**config.mk**
```make
export PLATFORM = sky130hd
export DESIGN_NAME = elink_tx_arbiter
export DESIGN_NICKNAME = d
export VERILOG_FILES = /design/src/rtl/elink_tx_arbiter.sv
export SDC_FILE = /design/constraint.sdc
export NUM_CORES = 1
export LEC_CHECK = 0
export CAP_MARGIN = 15
export CORE_AREA = 2 2 216 218
export DETAILED_ROUTE_END_ITERATION = 10
export DIE_AREA = 0 0 218 220
export RECOVER_POWER = 50
export SYNTH_ARGS = -nofsm -noshare
export SYNTH_HDL_FRONTEND = slang
export SYNTH_SLANG_ARGS = --single-unit
```
**constraint.sdc**
```tcl
create_clock -name clk -period 2.8 [get_ports clk]
set_clock_uncertainty 0.2 [all_clocks]
set_input_delay 0.28 -clock clk [delete_from_list [all_inputs] [get_ports clk]]
set_output_delay 0.28 -clock clk [all_outputs]
set_load 0.005 [all_outputs]
```
**src/rtl/elink_tx_arbiter.sv**
```systemverilog
// elink_tx_arbiter
// Round-robin arbiter that shares the eLink transmit path between NREQ
// requesters. Each requester presents a complete 112-bit eMesh frame. The
// winning frame is captured and sent to the serializer as two 64-bit beats:
//   beat 0 = frame[111:48],             mask 8'hFF
//   beat 1 = {frame[47:0], 16'h0000},   mask 8'hFC (6 bytes, MSB-aligned)
// This is the layout that elink_aligner reassembles on the receive side.
//
// Ports:
//   clk, reset_n          clock, asynchronous active-low reset
//   req_valid/req_frame   per-requester frame valid / frame (i at [i*112 +: 112])
//   req_ready             one-hot accept strobe (combinational)
//   tx_data/mask/valid    beat toward the serializer (registered)
//   tx_ready              serializer beat accept
//   grant_id              requester whose frame is in flight
//   busy                  high while a frame is being sent (HEAD or TAIL)
//   frame_count           frames fully transmitted, wraps modulo 2^CNT_W
module elink_tx_arbiter #(
  parameter int NREQ  = 4,
  parameter int CNT_W = 16,
  localparam int ID_W = (NREQ > 1) ? $clog2(NREQ) : 1
) (
  input  logic                clk,
  input  logic                reset_n,
  input  logic [NREQ-1:0]     req_valid,
  input  logic [NREQ*112-1:0] req_frame,
  output logic [NREQ-1:0]     req_ready,
  output logic [63:0]         tx_data,
  output logic [7:0]          tx_mask,
  output logic                tx_valid,
  input  logic                tx_ready,
  output logic [ID_W-1:0]     grant_id,
  output logic                busy,
  output logic [CNT_W-1:0]    frame_count
);

  typedef enum logic [1:0] {
    IDLE = 2'd0,
    HEAD = 2'd1,
    TAIL = 2'd2
  } state_t;

  state_t            state_r;
  state_t            state_s;
  logic [111:0]      frame_r;
  logic [111:0]      frame_s;
  logic [111:0]      sel_frame_s;
  logic [ID_W-1:0]   grant_r;
  logic [ID_W-1:0]   rr_last_r;
  logic [ID_W-1:0]   winner_s;
  logic [CNT_W-1:0]  count_r;
  logic              accept_en_s;
  logic              accept_s;
  logic [63:0]       tx_data_r;
  logic [63:0]       tx_data_s;
  logic [7:0]        tx_mask_r;
  logic [7:0]        tx_mask_s;
  logic              tx_valid_r;
  logic              tx_valid_s;
  logic              busy_r;
  logic              busy_s;

  // Round-robin search: walk from the farthest candidate back to the nearest
  // one so that the nearest valid requester after rr_last is the last writer.
  always_comb begin
    winner_s = rr_last_r;
    for (int k = NREQ; k >= 1; k--) begin
      winner_s = req_valid[ID_W'((int'(rr_last_r) + k) % NREQ)]
                 ? ID_W'((int'(rr_last_r) + k) % NREQ) : winner_s;
    end
  end

  // Accept decision, captured-frame next value and next-state logic.
  always_comb begin
    accept_en_s = (state_r == IDLE) | ((state_r == TAIL) & tx_ready);
    accept_s    = accept_en_s & (|req_valid);
    sel_frame_s = req_frame[int'(winner_s)*112 +: 112];
    frame_s     = accept_s ? sel_frame_s : frame_r;
    state_s     = state_r;
    case (state_r)
      IDLE: begin
        if (accept_s) state_s = HEAD;
        else          state_s = IDLE;
      end
      HEAD: begin
        if (tx_ready) state_s = TAIL;
        else          state_s = HEAD;
      end
      TAIL: begin
        if (!tx_ready)     state_s = TAIL;
        else if (accept_s) state_s = HEAD;
        else               state_s = IDLE;
      end
      default: state_s = IDLE;
    endcase
  end

  // Beat outputs for the next state, so the registered outputs line up with
  // the state register and stay stable while the serializer stalls.
  always_comb begin
    tx_data_s  = 64'h0;
    tx_mask_s  = 8'h00;
    tx_valid_s = 1'b0;
    busy_s     = 1'b0;
    case (state_s)
      HEAD: begin
        tx_data_s  = frame_s[111:48];
        tx_mask_s  = 8'hFF;
        tx_valid_s = 1'b1;
        busy_s     = 1'b1;
      end
      TAIL: begin
        tx_data_s  = {frame_s[47:0], 16'h0000};
        tx_mask_s  = 8'hFC;
        tx_valid_s = 1'b1;
        busy_s     = 1'b1;
      end
      default: begin
        tx_data_s  = 64'h0;
        tx_mask_s  = 8'h00;
        tx_valid_s = 1'b0;
        busy_s     = 1'b0;
      end
    endcase
  end

  // State, frame, arbitration history, counter and registered beat outputs.
  always_ff @(posedge clk or negedge reset_n) begin
    if (!reset_n) begin
      state_r    <= IDLE;
      frame_r    <= 112'h0;
      grant_r    <= {ID_W{1'b0}};
      rr_last_r  <= ID_W'(NREQ - 1);
      count_r    <= {CNT_W{1'b0}};
      tx_data_r  <= 64'h0;
      tx_mask_r  <= 8'h00;
      tx_valid_r <= 1'b0;
      busy_r     <= 1'b0;
    end else begin
      state_r    <= state_s;
      frame_r    <= frame_s;
      tx_data_r  <= tx_data_s;
      tx_mask_r  <= tx_mask_s;
      tx_valid_r <= tx_valid_s;
      busy_r     <= busy_s;
      if (accept_s) begin
        grant_r   <= winner_s;
        rr_last_r <= winner_s;
      end
      if ((state_r == TAIL) && tx_ready) begin
        count_r <= count_r + {{(CNT_W-1){1'b0}}, 1'b1};
      end
    end
  end

  assign req_ready   = accept_s ? ({{(NREQ-1){1'b0}}, 1'b1} << winner_s) : {NREQ{1'b0}};
  assign tx_data     = tx_data_r;
  assign tx_mask     = tx_mask_r;
  assign tx_valid    = tx_valid_r;
  assign grant_id    = grant_r;
  assign busy        = busy_r;
  assign frame_count = count_r;

endmodule
```
### Word level (Yosys, flattened, before mapping)

Cells that the tools add are included.

| operators by class | value |
|---|---|
| eq/ne operators | 4 |
| bitwise operators | 3 |
| shift-type cells | 2 |
| muxes and demuxes | 25 |
| $mul | 1 |
| $add $sub $neg | 5 |
| reductions and logical operators | 4 |
| $lt $le $gt $ge | 4 |

Operators by type and width:

| kind | count |
|---|---|
| 448-bit by 10-bit variable part select with 112-bit output | 1 |
| 64-bit one-hot mux with 2 select lines | 1 |
| 112-bit two-way mux | 1 |
| 16-bit by 1-bit adder with 16-bit output, second input constant | 1 |
| 2-bit by 4-bit < comparator with 1-bit output, second input constant | 4 |
| 8-bit one-hot mux with 2 select lines | 1 |
| 2-bit two-way mux | 6 |
| 1-bit two-way mux | 10 |
| 1-bit binary-select mux with 2-bit select | 4 |
| 2-bit one-hot mux with 3 select lines | 1 |
| 2-bit by 3-bit multiplier with 5-bit output, second input constant | 1 |
| 2-bit by 1-bit adder with 2-bit output, second input constant | 2 |
| 2-bit adder, second input constant | 2 |
| 2-bit by 1-bit == test with 1-bit output, second input constant | 2 |
| 2-bit == test, second input constant | 2 |
| 4-bit two-way mux | 1 |
| 4-bit OR reduction | 1 |
| 1-bit by 2-bit << shifter with 4-bit output, first input constant | 1 |
| 1-bit AND | 2 |
| 2-bit logical NOT | 1 |
| 2-bit OR reduction | 1 |
| 1-bit logical AND | 1 |
| 1-bit bitwise OR | 1 |

| word-level totals | value |
|---|---|
| word-level logic and storage cells | 56 |
| register bits after elaboration | 207 |
| output and inout port bits | 96 |

### Longest topological paths before layout

Gate-level depths: netlist of run 1.

| depth | value |
|---|---|
| depth in word-level cells | 12 |
| mapped depth | 12 |

### Worst setup path before layout of run 1

Ideal clock, no wire load.

| timing | value |
|---|---|
| path kind | input port to flip-flop |
| from | input req_valid[0] |
| to | register tx_data_r[36], in the netlist tx_data[36] |
| path slack | 395 ps |
| buffers on the path | 3 |
| cell stages on the path | 11 |
| library setup time | 126 ps |
| arrival | 2079 ps |
| data required time | 2474 ps |
| cells stage by stage | buf_2 -> nor2_1 -> nand2_1 -> o211ai_1 -> inv_1 -> ha_1 -> nand2_1 -> clkbuf_1 -> nor2_1 -> buf_2 -> a221o_1 |

| on the way | value |
|---|---|
| elaborated cells on any way between the ends | 27 |

RTL lines:

| what | RTL line | text |
|---|---|---|
| start, declared | 25 | `input logic [NREQ-1:0] req_valid,` |
| 4-bit OR reduction * | 76 | `accept_s = accept_en_s & (\|req_valid);` |
| 1-bit AND * | 76 |  |
| 1-bit two-way mux * | 82, 91 |  |
| 2-bit two-way mux | 90 | `if (!tx_ready) state_s = TAIL;` |
| 2-bit one-hot mux with 3 select lines * | 80 | `case (state_r)` |
| named net state_s[0] | 44 | `state_t state_s;` |
| 2-bit == test or 2-bit by 1-bit == test with 1-bit output (tied branches) | 105 | `case (state_s)` |
| 64-bit one-hot mux with 2 select lines * | 105 |  |
| named net tx_data_s[36] | 55 | `logic [63:0] tx_data_s;` |
| end signal, assigned | 142 | `tx_data_r <= tx_data_s;` |
| end, declared | 54 | `logic [63:0] tx_data_r;` |

The timed path passes the listed nets; every way through them passes the cells marked *. The select of a mux whose other input is x is not followed.
A chain may end at the register's enable or synchronous reset.

### Worst setup path in the final report of run 1

| timing | value |
|---|---|
| from | input req_valid[1] |
| to | register tx_data_r[18], in the netlist tx_data[18] |

| on the way | value |
|---|---|
| word-level cells in the longest chain between the ends | 11 |
| elaborated cells on any way between the ends | 27 |

Ends and longest elaborated chain:

| what | RTL line | text |
|---|---|---|
| 1-bit binary-select mux with 2-bit select | 68 | `winner_s = req_valid[ID_W'((int'(rr_last_r) + k) % NREQ)]` |
| 1-bit two-way mux (not written as such) (2 in series) | 68 |  |
| 2-bit two-way mux (4 in series) | 69 | `? ID_W'((int'(rr_last_r) + k) % NREQ) : winner_s;` |
| 2-bit by 3-bit multiplier with 5-bit output | 77 | `sel_frame_s = req_frame[int'(winner_s)*112 +: 112];` |
| 448-bit by 10-bit variable part select with 112-bit output | 77 |  |
| 112-bit two-way mux | 78 | `frame_s = accept_s ? sel_frame_s : frame_r;` |
| 64-bit one-hot mux with 2 select lines * | 105 |  |
| named net tx_data_s[18] | 55 |  |

Marks and branches as above.

==> results.tsv, run 1 <==
metric	value	unit
top-level port count	551	
wire length on met1	20800	um
Final Critical Period	2.74	ns
leading cell types in the layout, fill and taps excluded	507 x clkdlybuf4s50_1, 198 x dfrtp_1, 175 x nand2_1	
register-to-register setup slack	0.08	ns
xor and xnor fraction of the mapped netlist area	0.0121	
Logic pwr share	0.563	
area taken by multi-input logic gates	0.00541	mm^2
leading register cell type out of synthesis	dfrtp_1	
# nets final	2127	
routed length on met3	2640	um
critical path class	input port to register	
maximum single-stage delay on the critical path	0.57	ns
basic-gate share of the synthesized area counting and, or, nand and nor cells	0.113	
wire length per cell	21.4	um
Setup crit end kind	register	
total area of sequential cells	0.00501	mm^2
Yosys top cell by area	dfrtp_1	
CTS root buffer	clkbuf_16	
startpoint class of the critical path	input port	
multiplexer share of the synthesized area	0.112	
maximum level of the CTS H-tree	4	
proportion of layout cells with a drive suffix above 1	0.157	
origin of the critical flop-to-flop path	rr_last_r[0]	
Pre-antenna DRT Iters	5	
initial cell density of the core	0.237	
worst-skew pair later-pin latency	0.44	ns
share of the synthesized area in compound gates (AO/OA/AOI/OAI)	0.244	
count of port buffers added during placement	550	
WL met2	24400	um
switching component of the power	0.00642	W
Chip Height	220	um
overall routing resource usage	0.197	
synthesized area	0.0109	mm^2
wire length of the first global-routing pass	70800	um
number of standard cells in the layout, taps in and fillers out	2288	
data arrival time of the critical path	2.86	ns
Filler cells	4505	
horizontal extent of the die	218	um
setup violation total in the final timing report	0	
fraction of the mapped netlist area in adder cells	0.00345	
Final period util	0.979	
Final ANT Viol Nets	0	
pin slew with the least headroom to its limit	1.63	ns
number of placement rows	79	
DPL Wire Length	36200	um
dominant combinational cell family by area after synthesis	compound AO/OA/AOI/OAI gates	
number of buffers and inverters on the critical path	6	
post-synthesis average cell area	9.95	um^2
power density over the cells	898	mW/mm^2
Post-Route Setup TNS	0	ns
number of max-slew violations in the final report	58	
Achievable Freq	365	MHz
Top cell by count, worst path	buf_4	
cell count after synthesis	1093	
CP cell instances	dlygate4sd3_1, buf_4, nor2b_1, a32oi_2, o21a_4, buf_4, buf_4, buf_12, o22ai_1, a31oi_1, buf_4, a221o_1	
worst hold-check path type	register to register	
worst IR drop on VDD	446	uV
antenna violations before repair	2	
floorplan die area	0.0480	mm^2
worst slew slack as a fraction of its limit	-0.0873	
final core utilization	0.406	
clock share of power	0.154	
initial drt markers	557	
number of max-cap violations	1	
design internal power	0.0103	W
total inserted antenna cells	0	
buffer depth of the longest clock path	2	
register area share after synthesis	0.461	
Reg2Reg Depth	10	
distinct cell type count after synthesis	49	
crit path to	tx_data[18]	
post-synth top area share	0.456	
# clock sinks	200	
switching portion of total power	0.384	
Sequential Power Share	0.283	
reported leakage power	7.80	nW
number of remaining DRC errors	0	
number of vias in the routed layout	11400	
number of instances on the worst hold path	1	
synthesized netlist net count	1551	
violations in the final reports	capacitance limit, slew limit	
delay-heaviest family, CP	buffers and inverters	
Final Wtd Congestion	0.853	
source of the critical timing path	req_valid[1]	
post-synthesis register bit count	200	
per-cell via count in the routed design	5.00	
share of flip-flops with an asynchronous set or reset after synthesis	1.00	
worst r2r dst	tx_data[18]	
total overflow reported by the global router	0	
maximum fanout count along the critical path	31	
number of cells in the design after placement	2244	
top sig layer	met5	
result of the run	finished with violations	
clock edge transition at the registers on the reported setup and hold paths	0.07	ns
core footprint	0.0459	mm^2
total number of yosys warnings	0	
vias in the first global route	11700	
commonest non-fill, non-tap cell in the layout	clkdlybuf4s50_1	
Crit path required time	2.92	ns
area growth from synthesis to final layout	71.4	%
biggest area contributors in the synthesized netlist	dfrtp_1 46%, mux2_2 9.9%, nand2_1 6.1%	
final hold violation count	0	
logic depth of the worst path, buffers included	12	
total length of routed wires	48900	um
total clock buffers created by CTS	17	
CTS tree	yes	
number of enable-type register cells in the synthesized netlist	0	
maximum number of pins on one net before global-route repair	60	
Critical-path top delay cell	dlygate4sd3_1	
power by group through the flow:
stage | logic [W] | clock network, W | registers [W]
3_5_place_dp | 0.00919 | 0 | 0.00481
6_report | 0.00942 | 0.00257 | 0.00474
4_1_cts | 0.00951 | 0.00266 | 0.00475
2_1_floorplan | 0.00470 | 0 | 0.00468
5_1_grt | 0.0102 | 0.00275 | 0.00488
3_3_place_gp | 0.00905 | 0 | 0.00475
area by class of cell:
type                       count  area share
timing repair buffer         664       0.367
multi-input combinational    780       0.290
sequential                   200       0.269
tap                          607      0.0408
clock buffer                  23      0.0267
clock inverter                 8     0.00577
inverter                       6     0.00121
flip-flops by register name, indices dropped and copies added (netlist names):
name and flops:
busy 1, grant_id 2, frame_count 16, rr_last_r 2, tx_mask 1, frame_r 112, state_r 2, tx_data 64
per-stage QoR:
step                      hold slack [ns]  total power (W)  setup slack, ns  instance area [um^2]
after global placement             0.0539           0.0138           -0.349                 17800
after CTS                           0.170           0.0169          0.00181                 18600
after detailed placement           0.0627           0.0140           -0.374                 17800
after floorplan                    -0.216          0.00938            0.395                 10900
after global routing                0.292           0.0178          -0.0102                 18600
final                               0.274           0.0167           0.0593                 18600
logic make-up (layout without fill, tap and decap cells):
family / count (synthesis) / after routing
fa+ha+maj: 3 / 3
buf+inv: 113 / 701
xor+xnor: 15 / 15
mux: 110 / 110
compound gates: 363 / 363
simple gates: 289 / 289
flops: 200 / 200
worst min-delay path by stage:
stage	startpoint	to	slack, ns
6_report	frame_count[15]	frame_count[15]	0.27
5_1_grt	frame_count[15]	frame_count[15]	0.29
4_1_cts	reset_n	frame_count[12]	0.17
3_5_place_dp	reset_n	frame_count[15]	0.06
3_3_place_gp	reset_n	frame_count[15]	0.05
2_1_floorplan	reset_n	busy	-0.22
synth_stat cells, types with 3 or more instances:
master    count
mux2i_1      14
a31oi_1      79
nand3_1      15
nor3_1       23
a22o_1       50
inv_1         6
mux2_2       96
a211o_1      13
buf_2        54
a221o_1      50
or3_1         4
ha_1          3
buf_6         6
xor2_1        4
a21oi_1      20
and4_1        3
nor2_1       48
buf_1         6
nor2b_1       3
nand2_1     176
nand2b_1      5
a21o_1       13
clkbuf_1     27
buf_4        14
xnor2_1      11
dfrtp_1     198
a211oi_1     26
o22ai_1      96
o21ai_1       4
worst register-to-register path: cells and delay by family (launching register included):
family	cells	cell delay [ns]
flops	1	0.60
simple gates	2	0.27
compound gates	4	0.87
buf+inv	4	0.65
per-layer routing:
layer	global-route usage	vias to the layer above
met5	0	-
met4	0.0580	4
met3	0.0433	67
met2	0.343	410
met1	0.244	5685
li1	-	5280
repair_timing:
| item | CTS | global route |
|---|---|---|
| resized for setup | 9 | 11 |
| endpoints found under the setup margin | 4 | 19 |
| buffers inserted | 8 | 1 |
| pin swaps | 3 | 1 |
| endpoints found under the hold margin | 95 | 0 |
| hold buffers | 1 | 0 |
| cloned | 2 | 0 |
(Power assumes the default switching activity.)
==> run 2: changes to the inputs <==
CTS_BUF_LIST = sky130_fd_sc_hd__clkbuf_8 sky130_fd_sc_hd__clkbuf_16   (was default)
==> results.tsv, run 2 (synthesis gave the netlist of run 1 again) <==
metric	value	unit	change
Chip Height	220	um	unchanged
worst-skew pair later-pin latency	0.44	ns	about the same
number of cells in the design after placement	2244		unchanged
Pre-antenna DRT Iters	5		unchanged
buffer depth of the longest clock path	2		unchanged
power density over the cells	897	mW/mm^2	about the same
setup violation total in the final timing report	0		unchanged
pin slew with the least headroom to its limit	1.63	ns	unchanged
number of max-cap violations	1		unchanged
global routing usage on met2	0.343		unchanged
worst r2r dst	tx_data[37]		
number of placement rows	79		unchanged
Filler cells	4505		unchanged
worst IR drop on VDD	446	uV	about the same
total length of routed wires	48900	um	about the same
core footprint	0.0459	mm^2	unchanged
antenna violations before repair	2		unchanged
Crit path required time	2.92	ns	about the same
total clock buffers created by CTS	17		unchanged
Final Critical Period	2.74	ns	+0.000138 ns
startpoint of the tightest hold check path	frame_count[15]		
clock edge transition at the registers on the reported setup and hold paths	0.07	ns	about the same
result of the run	finished with violations		
top-level port count	551		unchanged
total area of sequential cells	0.00501	mm^2	unchanged
number of remaining DRC errors	0		unchanged
Setup crit end kind	register		
# clock sinks	200		unchanged
number of instances on the worst hold path	1		unchanged
register name with the most flops	frame_r		
worst slew slack as a fraction of its limit	-0.0873		unchanged
wire length of the first global-routing pass	70800	um	unchanged
count of port buffers added during placement	550		unchanged
most crowded layer after global routing	met2		
CTS tree	yes		
DPL Wire Length	36200	um	unchanged
maximum level of the CTS H-tree	4		unchanged
critical path class	input port to register		
Achievable Freq	365	MHz	about the same
violations in the final reports	capacitance limit, slew limit		
total overflow reported by the global router	0		unchanged
Final period util	0.979		about the same
floorplan die area	0.0480	mm^2	unchanged
met3 track utilization from global routing	0.0433		unchanged
number of max-slew violations in the final report	58		unchanged
total inserted antenna cells	0		unchanged
leading cell types in the layout, fill and taps excluded	507 x clkdlybuf4s50_1, 198 x dfrtp_1, 175 x nand2_1		
number of standard cells in the layout, taps in and fillers out	2288		unchanged
maximum number of pins on one net before global-route repair	60		unchanged
final hold violation count	0		unchanged
max FFs per register	112		unchanged
commonest non-fill, non-tap cell in the layout	clkdlybuf4s50_1		
CTS root buffer	clkbuf_16		
Post-Route Setup TNS	0	ns	unchanged
vias in the first global route	11700		unchanged
register-to-register setup slack	0.08	ns	about the same
initial drt markers	560		+0.54%
Final ANT Viol Nets	0		unchanged
area growth from synthesis to final layout	71.4	%	unchanged
overall routing resource usage	0.197		unchanged
data arrival time of the critical path	2.86	ns	about the same
WHS Endpoint	frame_count[15]		
wire length per cell	21.4	um	about the same
worst hold-check path type	register to register		
per-cell via count in the routed design	5.00		about the same
maximum fanout count along the critical path	31		unchanged
final core utilization	0.406		unchanged
number of vias in the routed layout	11400		-0.0087%
reported leakage power	7.80	nW	about the same
proportion of layout cells with a drive suffix above 1	0.157		unchanged
origin of the critical flop-to-flop path	rr_last_r[1]		
horizontal extent of the die	218	um	unchanged
area taken by multi-input logic gates	0.00541	mm^2	unchanged
Reg2Reg Depth	10		unchanged
initial cell density of the core	0.237		unchanged
met1 Resource Use GR	0.244		unchanged
startpoint class of the critical path	input port		
# nets final	2127		unchanged
worst hold slack after final layout	0.274	ns	-0.00000100 ns
Final Wtd Congestion	0.853		unchanged
## run 2: changes by cell type in the layout (fill, tap and decap cells not counted)
| cell | change |
|---|---|
| inv_1 | +1 |
| clkbuf_1 | -1 |
## run 2: how the worst max path moves through the flow
stage	start	endpoint	cells after the start	slack, ns
detailed placement	req_valid[0]	tx_data[49]	9	-0.37
CTS	rr_last_r[0]	req_ready[0]	6	0.002
floorplan	req_valid[0]	tx_data[36]	11	0.40
global placement	req_valid[0]	tx_data[49]	9	-0.35
finish	req_valid[1]	tx_data[18]	12	0.06
global route	rr_last_r[0]	tx_data[37]	11	-0.01
## run 2: critical path, cell delays in order
cell           delay (ns)
dlygate4sd3_1        0.57
buf_4                0.15
nor2b_1              0.27
a32oi_2              0.12
o21a_4               0.16
buf_4                0.16
buf_4                0.16
buf_12               0.16
o22ai_1              0.18
a31oi_1              0.09
buf_4                0.17
a221o_1              0.34
## run 2: what timing repair did
action                                  in CTS  in global routing
pin swaps                                    3                  1
setup buffers                                8                  1
endpoints found under the setup margin       4                 19
gates resized for setup                      9                 11
cloned                                       2                  0
hold endpoints to repair                    95                  0
hold buffers                                 1                  0
## run 2: layout make-up
type / count / area share
clock inverters: 9 / 0.00598
inverters: 6 / 0.00121
repair buffers: 664 / 0.367
well taps: 607 / 0.0408
flip-flops and latches: 200 / 0.269
multi-input cells: 780 / 0.290
clock buffers: 22 / 0.0265
## run 2: metrics by stage
| stage | power [W] | instance area [um^2] | setup WS, ns |
|---|---|---|---|
| floorplan | 0.00938 | 10900 | 0.395 |
| global placement | 0.0138 | 17800 | -0.349 |
| detailed placement | 0.0140 | 17800 | -0.374 |
| CTS | 0.0169 | 18600 | 0.00181 |
| global route | 0.0178 | 18600 | -0.0102 |
| finish | 0.0167 | 18600 | 0.0592 |
## run 2: power breakdown
group	internal, W	total (W)	switching [W]
Sequential	0.00416	0.00474	0.000577
Combinational	0.00471	0.00942	0.00472
Clock	0.00144	0.00257	0.00113
Total	0.0103	0.0167	0.00642
## run 2: metal layers
metal | share of wire | vias to the layer above | wire [um]
met2 | 0.50 | 410 | 24400
met3 | 0.054 | 67 | 2640
li1 | - | 5280 | -
met4 | 0.020 | 4 | 994
met5 | 0.00055 | - | 27
met1 | 0.43 | 5684 | 20800
==> edit (flow settings as in run 1) <==
Change the parameter `NREQ` from 4 to 2.
--- a/src/rtl/elink_tx_arbiter.sv
+++ b/src/rtl/elink_tx_arbiter.sv
@@ -16,7 +16,7 @@
 //   busy                  high while a frame is being sent (HEAD or TAIL)
 //   frame_count           frames fully transmitted, wraps modulo 2^CNT_W
 module elink_tx_arbiter #(
-  parameter int NREQ  = 4,
+  parameter int NREQ  = 2,
   parameter int CNT_W = 16,
   localparam int ID_W = (NREQ > 1) ? $clog2(NREQ) : 1
 ) (
Interface: changed (resized grant_id, req_frame, req_ready and req_valid); port bits go from 551 to 322. No check against the original RTL was run, so the function may have changed too.
==> edit against run 1 <==
The run still ends with capacitance limit, slew limit left; die area did not move; cell area shrank 27%; power down 20%; via count decreased by 29%; area after synthesis is 19% lower; worst setup slack improved by 0.090 ns; routed wire length is 33% lower; worst hold slack worse by 0.040 ns; count of clock-buffer cells in the layout decreased by 6; combinational power is 34% lower; synthesized cell count fell by 17%; sequential cell count down 2; highest routed layer unchanged.
==> edit: results (changes against run 1) <==
status: "finished with violations"
failed_checks: "capacitance limit, slew limit"
powerComb_mw: 6.18  # -34%
yosys-top-cells-area: "dfrtp_1 (56%), nand2_1 (7.8%), nor2_1 (5.2%)"
grt_pass1_wl_mm: 48.0  # -32%
cp_max_fo: 8  # -74%
cts_setup_buffers: 0  # -8
dpl.hpwl_mm: 23.3  # -36%
cts_sinks: 198  # -1.0%
root_buffer: "clkbuf_16"
fill_cells: 4831  # +7.2%
drt_iter0_markers: 634  # +14%
n_all_inverters: 51  # +45
critPathArrivalTime_ns: 2.17  # -0.69 ns
num-nets-final: 1429  # -33%
synth_mux_area_frac: 0.00127  # -0.111
synthXorXnorAreaFrac: 0.0178  # +0.00572
max_stage_delay_ns: 0.51  # -0.06 ns
post-place-cells: 1783  # -21%
grt_start_max_net_pins: 84  # +40%
ys_types: 31  # -37%
port_buffers: 321  # -42%
synth-adder-area-share: 0.00565  # +0.00220
grt_use_met3: 0.0392  # -0.00414
dr_total_vias: 8073  # -29%
holdCritPathClass: "in2reg"
net-switching-power_mw: 5.18  # -19%
synth.top_cell.area_share: 0.557  # +0.101
seq-power_mw: 4.42  # -6.8%
yosysSeqAreaShare: 0.560  # +0.0990
wl_mm: 32.6  # -33%
antenna_cells: 4  # +4
synthCells: 905  # -17%
seq_area_frac: 0.366  # +0.0977
wl_met2_mm: 15.5  # -37%
drv_slew: 75  # +29%
synth_compound_area_frac: 0.170  # -0.0738
grtUsageTotal: 0.133  # -0.0638
multi_input_area_share: 0.249  # -0.0414
synth_common_cells: "dfrtp_1 (197), nand2_1 (185), nor2_1 (122)"
wl_met1_mm: 13.7  # -34%
dpl_worst_slack_ns: 0.0232  # +0.397 ns
use_met2: 0.216  # -0.127
grt_pass1_vias: 7940  # -32%
syn-num-nets: 1138  # -27%
post_dp_cell_area_mm2: 0.0129  # -28%
multiInputGateArea_mm2: 0.00337  # -38%
cpLargestDelayFamily: "simple AND/OR/NAND/NOR gates"
drv_cap: 1  # unchanged
nNonClkBuffers: 352  # -47%
gp_congestion: 0.781  # -8.5%
slew_headroom: -0.394  # -0.306
via_per_inst: 4.44  # -11%
dr_wl_met3_mm: 2.49  # -5.7%
power.density_mw_per_mm2: 984  # +9.6%
buf_share: 0.267  # -0.0996
peakVddDrop_mv: 0.401  # -10%
-- edit: cell types whose count changed after synthesis, sizes merged, moves of 23 or more --
| cell | change |
|---|---|
| o2bb2ai | +48 |
| a31oi | -63 |
| a22o | -50 |
| o22ai | -96 |
| a221o | -50 |
| buf | -43 |
| o32ai | +48 |
| a211oi | -26 |
| nor2 | +72 |
| nor3 | -23 |
| a2111oi | +48 |
| inv | +45 |
| and3 | +49 |
| mux2 | -95 |
-- edit: path summary, 6_finish.rpt --
check	cells after the start	end	start	slack, ns
min in group asynchronous	2	grant_id	reset_n	0.77
worst max register to register	8	tx_data[36]	state_r[0]	0.38
max in group asynchronous	2	frame_r[30]	reset_n	0.39
worst min-delay path	3	frame_r[54]	req_frame[54]	0.23
worst max-delay path	4	req_ready[0]	state_r[1]	0.15
worst min register to register	2	frame_r[29]	frame_r[29]	0.29
-- edit: repair_timing --
action | 4_1_cts | 5_1_grt
endpoints found under the setup margin | 0 | 1
hold buffers | 1 | 0
endpoints found under the hold margin | 74 | 0
resized for setup | 0 | 1
